### config.mk
export PLATFORM = sky130hd
export DESIGN_NAME = rs_frame_ctrl
export DESIGN_NICKNAME = d
export VERILOG_FILES = /design/src/rtl/rs_frame_ctrl.sv
export SDC_FILE = /design/constraint.sdc
export NUM_CORES = 1
export LEC_CHECK = 0
export ABC_AREA = 1
export CORE_MARGIN = 3
export CORE_UTILIZATION = 27
export CTS_BUF_LIST = sky130_fd_sc_hd__clkbuf_16
export DETAILED_ROUTE_END_ITERATION = 16
export PLACE_DENSITY = 0.46
export SLEW_MARGIN = 40
export SYNTH_ARGS = -nofsm -noshare
export SYNTH_HDL_FRONTEND = slang
export SYNTH_SLANG_ARGS = --single-unit
export TNS_END_PERCENT = 50
### constraint.sdc
create_clock -name clk -period 2.55 [get_ports clk]
set_clock_uncertainty 0.15 [all_clocks]
set_input_delay 0.51 -clock clk [delete_from_list [all_inputs] [get_ports clk]]
set_output_delay 0.51 -clock clk [all_outputs]
set_load 0.01 [all_outputs]
### src/rtl/rs_frame_ctrl.sv
// rs_frame_ctrl: frame sequencer between UART RX, RS encoder and UART TX.
// Buffers one message, streams it to the encoder, then sends message+parity.
module rs_frame_ctrl #(
  parameter int MSG_LEN = 4,
  parameter int PAR_LEN = 2,
  parameter int TIMEOUT = 255
) (
  input  logic       clk,
  input  logic       reset,
  input  logic [7:0] in_byte,
  input  logic       in_strobe,
  output logic       in_ready,
  output logic [7:0] enc_din,
  output logic       enc_valid,
  output logic       enc_start,
  input  logic [7:0] enc_par,
  input  logic       enc_par_valid,
  output logic [7:0] tx_data,
  output logic       tx_wr,
  input  logic       tx_busy,
  output logic       frame_done,
  output logic       overrun,
  output logic       timeout_err
);

  localparam logic [3:0] MSG_LAST = 4'(MSG_LEN - 1);
  localparam logic [3:0] PAR_LAST = 4'(PAR_LEN - 1);
  localparam logic [3:0] MSG_LO   = 4'(MSG_LEN);
  localparam logic [4:0] MSG_END  = 5'(MSG_LEN);
  localparam logic [4:0] CW_END   = 5'(MSG_LEN + PAR_LEN);
  localparam logic [7:0] TMO_LAST = 8'(TIMEOUT - 1);
  localparam bit         ONE_SYM  = (MSG_LEN == 1);

  typedef enum logic [2:0] {
    IDLE,
    COLLECT,
    ENCODE,
    WAIT_PAR,
    SEND,
    DONE
  } state_t;

  state_t state_q;
  state_t state_d;

  logic [7:0] msg [16];
  logic [7:0] par [16];

  logic [3:0] wr_cnt;
  logic [3:0] rd_cnt;
  logic [3:0] par_cnt;
  logic [4:0] tx_cnt;
  logic [7:0] tmo_cnt;

  logic       col_wr;
  logic       last_wr;
  logic       enc_last;
  logic       enc_more;
  logic       par_wr;
  logic       par_last;
  logic       tmo_hit;
  logic       tx_go;
  logic       tx_last;
  logic [3:0] rd_nxt;
  logic [3:0] par_idx;
  logic [7:0] enc_first;
  logic [7:0] cw_byte;

  assign col_wr   = (state_q == COLLECT) && in_strobe;
  assign last_wr  = col_wr && (wr_cnt == MSG_LAST);
  assign enc_last = (state_q == ENCODE) && (rd_cnt == MSG_LAST);
  assign enc_more = (state_q == ENCODE) && !enc_last;
  assign par_wr   = (state_q == WAIT_PAR) && enc_par_valid;
  assign par_last = par_wr && (par_cnt == PAR_LAST);
  assign tmo_hit  = (state_q == WAIT_PAR) && !enc_par_valid
                    && (tmo_cnt == TMO_LAST);

  // tx_wr low for a cycle between writes lets the transmitter raise busy
  assign tx_go    = (state_q == SEND) && !tx_busy && !tx_wr
                    && (tx_cnt != CW_END);
  assign tx_last  = (state_q == SEND) && tx_wr && (tx_cnt == CW_END);

  assign rd_nxt    = rd_cnt + 4'd1;
  assign par_idx   = tx_cnt[3:0] - MSG_LO;
  assign enc_first = ONE_SYM ? in_byte : msg[0];
  assign cw_byte   = (tx_cnt < MSG_END) ? msg[tx_cnt[3:0]]
                                        : par[par_idx];

  always_comb begin
    state_d = state_q;
    unique case (state_q)
      IDLE:     state_d = COLLECT;
      COLLECT:  if (last_wr) state_d = ENCODE;
      ENCODE:   if (enc_last) state_d = WAIT_PAR;
      WAIT_PAR: begin
        if (par_last) state_d = SEND;
        else if (tmo_hit) state_d = IDLE;
      end
      SEND:     if (tx_last) state_d = DONE;
      DONE:     state_d = IDLE;
      default:  state_d = IDLE;
    endcase
  end

  always_ff @(posedge clk or negedge reset) begin
    if (!reset) state_q <= IDLE;
    else        state_q <= state_d;
  end

  // frame buffers carry no reset; a new frame always overwrites them
  always_ff @(posedge clk) begin
    if (col_wr) msg[wr_cnt] <= in_byte;
    if (par_wr) par[par_cnt] <= enc_par;
  end

  always_ff @(posedge clk or negedge reset) begin
    if (!reset) begin
      wr_cnt  <= '0;
      rd_cnt  <= '0;
      par_cnt <= '0;
      tx_cnt  <= '0;
      tmo_cnt <= '0;
    end else begin
      if (state_q == IDLE) begin
        wr_cnt  <= '0;
        rd_cnt  <= '0;
        par_cnt <= '0;
        tx_cnt  <= '0;
        tmo_cnt <= '0;
      end
      if (col_wr && !last_wr) wr_cnt <= wr_cnt + 4'd1;
      if (enc_more) rd_cnt <= rd_nxt;
      if (par_wr && !par_last) par_cnt <= par_cnt + 4'd1;
      if (state_q == WAIT_PAR)
        tmo_cnt <= enc_par_valid ? 8'd0 : tmo_cnt + 8'd1;
      if (tx_go) tx_cnt <= tx_cnt + 5'd1;
    end
  end

  // outputs are registered one edge ahead of the state they belong to
  always_ff @(posedge clk or negedge reset) begin
    if (!reset) begin
      in_ready    <= 1'b0;
      enc_din     <= '0;
      enc_valid   <= 1'b0;
      enc_start   <= 1'b0;
      tx_data     <= '0;
      tx_wr       <= 1'b0;
      frame_done  <= 1'b0;
      overrun     <= 1'b0;
      timeout_err <= 1'b0;
    end else begin
      in_ready   <= (state_d == COLLECT);
      enc_valid  <= last_wr || enc_more;
      enc_start  <= last_wr;
      if (last_wr)       enc_din <= enc_first;
      else if (enc_more) enc_din <= msg[rd_nxt];
      tx_wr      <= tx_go;
      if (tx_go) tx_data <= cw_byte;
      frame_done <= tx_last;
      overrun    <= overrun
                    || (in_strobe && (state_q != COLLECT));
      timeout_err <= timeout_err || tmo_hit;
    end
  end

endmodule

==> results.json <==
{
  "leakagePower_nw": 6.49,
  "fmaxAchievable_mhz": 455,
  "largest_net_degree_at_the_start_of_global_routing": 75,
  "fin_crit_sh": 0.861,
  "ys_ff_latch": 307,
  "synth-edff-count": 256,
  "timing.critical_path.max_delay_family": "buffers and inverters",
  "grtUsageMet3": 0.0296,
  "gpl.final_weighted_congestion": 0.793,
  "grt_first_pass_wirelength_um": 55700,
  "worst_slew_margin_rel": 0.620,
  "holdBufCountCts": 1,
  "syn-num-nets": 1341,
  "synth_top_cells_by_area": "sky130_fd_sc_hd__edfxtp_1 (56%), sky130_fd_sc_hd__dfrtp_1 (9.3%), sky130_fd_sc_hd__nand2_1 (7.5%)",
  "syn_area_sq_um": 13700,
  "setup.reg_to_reg.worst_slack_ns": 0.44,
  "rsz0062_at_grt": "false",
  "ys_seq_area_frac": 0.654,
  "cts_buffer_depth": 3,
  "timing.critical_path.required_ns": 1.89,
  "core_region_area_sq_um": 49600,
  "first_global_vias": 9130,
  "final_nets": 1433,
  "synth.top_cell.area_share": 0.561,
  "synth-warning-count": 0,
  "report.final.setup_viol": 0,
  "antenna_found_initial": 0,
  "drv.max_cap_violation_count": 0,
  "die_w_um": 231,
  "final_hold_viol_count": 0,
  "cts_num_sinks": 307,
  "critPathMaxStageDelay_ns": 0.58,
  "row_count": 81,
  "post_synthesis_adder_cell_area_fraction": 0.0137,
  "combinational_family_with_the_most_area_after_synthesis": "simple AND/OR/NAND/NOR gates",
  "crit-reg2reg-capture": "enc_din[6]$_DFFE_PN0P_",
  "number_of_nets_still_failing_antenna_checks_after_routing": 0,
  "flow.area_growth_from_synthesis_pct": 19.6,
  "run_status": "finished, final reports clean",
  "detail_route.first_pass.iterations": 5,
  "max_slew.worst_pin.slew_ns": 0.570,
  "chipHeight_um": 231,
  "grt_use_met2": 0.214,
  "initial_core_util": 0.276,
  "min_from": "timeout_err$_DFF_PN0_",
  "worst_setup_start_kind": "flip-flop",
  "worst_min_delay_path_endpoint": "timeout_err$_DFF_PN0_",
  "reg2regPathDepth": 10,
  "reg2reg_from": "rd_cnt[0]$_DFFE_PN0P_",
  "synth_top_cell_by_area": "sky130_fd_sc_hd__edfxtp_1",
  "p_per_area_nw_per_um2": 904,
  "routed_wirelength_um": 36800,
  "synth.area.mux_share": 0,
  "postSynth.asyncResetShare": 0.166,
  "worst_hold_slack_ns": 0.320,
  "synth-xor-area-share": 0.00849,
  "finish.instance_area_sq_um": 16400,
  "route.detailed.wl_per_inst_um": 17.6,
  "placed_area_sq_um": 15200,
  "drc": 0,
  "clockRootBuffer": "sky130_fd_sc_hd__clkbuf_16",
  "fin_setup_tns_ns": 0,
  "grt.total_usage": 0.137,
  "ys_dominant_reg_cell": "sky130_fd_sc_hd__edfxtp_1",
  "p_total_mw": 14.8,
  "drt_iter0_markers": 807,
  "design.portCount": 44,
  "grt.busiest_layer": "met2",
  "buffers_inverters_on_critical_path": 1,
  "synth-compound-area-share": 0.0673,
  "clock_insertion_delay_at_the_later_pin_of_the_skew_report_ns": 0.55,
  "irDropWorstVdd_mv": 0.769,
  "tritoncts.num_buffers": 37,
  "grt_remaining_overflow": 0,
  "cell_with_the_biggest_individual_delay_on_the_critical_path": "sky130_fd_sc_hd__clkdlybuf4s50_1",
  "diodes": 0,
  "clk_pin_slew_ns": 0.05,
  "critical_path.cell_chain": "clkdlybuf4s50_1",
  "hold_path.class": "reg -> reg",
  "timing.final.crit_period_ns": 2.20,
  "dp_hpwl_um": 23900,
  "critical_path_class": "reg -> out",
  "met1_usage": 0.193,
  "via_count": 9316,
  "number_of_vias_per_cell_after_detailed_routing": 4.46,
  "synth.distinct_cells": 34,
  "cts-htree-levels": 2,
  "synth_simple_gate_area_share": 0.183,
  "worstHoldPathCells": 2,
  "timing.critical_path.arrival_ns": 1.54,
  "post_cts.resized_instances": 0,
  "largest_fanout_on_the_critical_path": 2,
  "postSynthAreaPerCell_sq_um": 10.5,
  "cts_setup_buffers": 0,
  "tritoncts": "yes",
  "drive_gt1_frac": 0.117,
  "final_max_slew_viol_count": 0,
  "port-buffer-count": 43,
  "endpoint_type_of_the_worst_setup_path": "output pin",
  "post_syn_instances": 1305,
  "floorplan.die_area_sq_um": 53500
}
registers in the layout, indices dropped and copies added (netlist names), 3 cells and up:
signal   cells
tx_data      8
par        128
tmo_cnt      8
tx_cnt       5
msg        128
par_cnt      4
enc_din      8
state_q      3
wr_cnt       4
rd_cnt       4
cell usage in the layout, fill, tap and decap left out, drive strengths merged:
cell type / n
o21bai: 1
xor2: 6
clkbuf: 38
nand2: 277
nand3: 161
dlygate4sd3: 1
xnor2: 3
nor3: 6
clkinv: 12
nor2: 143
buf: 67
dfrtp: 51
inv: 179
clkdlybuf4s50: 42
clkinvlp: 2
bufinv: 4
a21oi: 28
nand4: 1
edfxtp: 256
o22ai: 11
ha: 15
o211ai: 24
o21ai: 95
stage by stage:
step / setup slack (ns) / std cells / utilization
after global placement: 0.240 / 2021 / 0.306
after floorplan: 0.576 / 1305 / -
after global routing: 0.276 / 2087 / 0.331
after CTS: 0.308 / 2087 / 0.331
final: 0.354 / 2087 / 0.331
after detailed placement: 0.203 / 2021 / 0.306
tightest hold or removal path: cells and delay by family (launching register included):
kind,cells,cell delay (ns)
buf+inv,1,0.04
flops,1,0.35
simple gates,1,0.05
worst max-delay path by stage:
stage | start | to | depth (start not counted)
after floorplan | state_q[2]$_DFF_PN0_ | par[13][0]$_DFFE_PP_ | 5
after global placement | enc_par_valid | par[10][4]$_DFFE_PP_ | 6
after detailed placement | enc_par_valid | par[10][0]$_DFFE_PP_ | 6
after CTS | enc_din[7]$_DFFE_PN0P_ | enc_din[7] | 1
after global routing | enc_din[2]$_DFFE_PN0P_ | enc_din[2] | 1
final | enc_din[1]$_DFFE_PN0P_ | enc_din[1] | 1
power by group:
part           switching, mW  internal, mW
sequential             0.228          5.76
combinational           2.39          1.26
clock                   2.07          3.11
cells in the mapped netlist, types with 2 or more instances:
| library cell | number |
|---|---|
| sky130_fd_sc_hd__edfxtp_1 | 256 |
| sky130_fd_sc_hd__o21ai_1 | 20 |
| sky130_fd_sc_hd__nand2_1 | 274 |
| sky130_fd_sc_hd__nand3_1 | 153 |
| sky130_fd_sc_hd__inv_1 | 149 |
| sky130_fd_sc_hd__inv_2 | 19 |
| sky130_fd_sc_hd__a21oi_1 | 28 |
| sky130_fd_sc_hd__buf_6 | 9 |
| sky130_fd_sc_hd__nor2_2 | 3 |
| sky130_fd_sc_hd__ha_1 | 15 |
| sky130_fd_sc_hd__nand2_2 | 3 |
| sky130_fd_sc_hd__nor2_4 | 2 |
| sky130_fd_sc_hd__o211ai_1 | 14 |
| sky130_fd_sc_hd__nand3_2 | 7 |
| sky130_fd_sc_hd__o22ai_1 | 11 |
| sky130_fd_sc_hd__xnor2_1 | 2 |
| sky130_fd_sc_hd__clkbuf_1 | 16 |
| sky130_fd_sc_hd__dfrtp_1 | 51 |
| sky130_fd_sc_hd__nor3_1 | 5 |
| sky130_fd_sc_hd__nor2_1 | 138 |
| sky130_fd_sc_hd__xor2_1 | 5 |
| sky130_fd_sc_hd__buf_2 | 24 |
| sky130_fd_sc_hd__o21ai_0 | 75 |
| sky130_fd_sc_hd__o211ai_2 | 10 |
| sky130_fd_sc_hd__buf_4 | 7 |
cell type report:
cell class / count / area [sq um]
inverters: 170 / 643
flip-flops and latches: 307 / 8970
repair buffers: 110 / 1010
well taps: 664 / 831
multi-input cells: 771 / 3740
clock buffers: 38 / 951
clock inverters: 27 / 244
fillers: 5024 / 33200
routing by layer:
metal | vias to the layer above | part of all wire | routed length, um
li1 | 4565 | - | -
met2 | 200 | 0.45 | 16400
met5 | - | 0 | 0
met4 | 0 | 0.023 | 851
met1 | 4496 | 0.48 | 17600
met3 | 55 | 0.051 | 1870
cell families after synthesis:
group,Yosys count
buffers and inverters,227
and+or+nand+nor,588
xor gates and xnor gates,9
AOI/OAI and AO/OA,159
DFF,307
adders and majority gates,15
No activity file was read; power rests on OpenSTA's default activity.
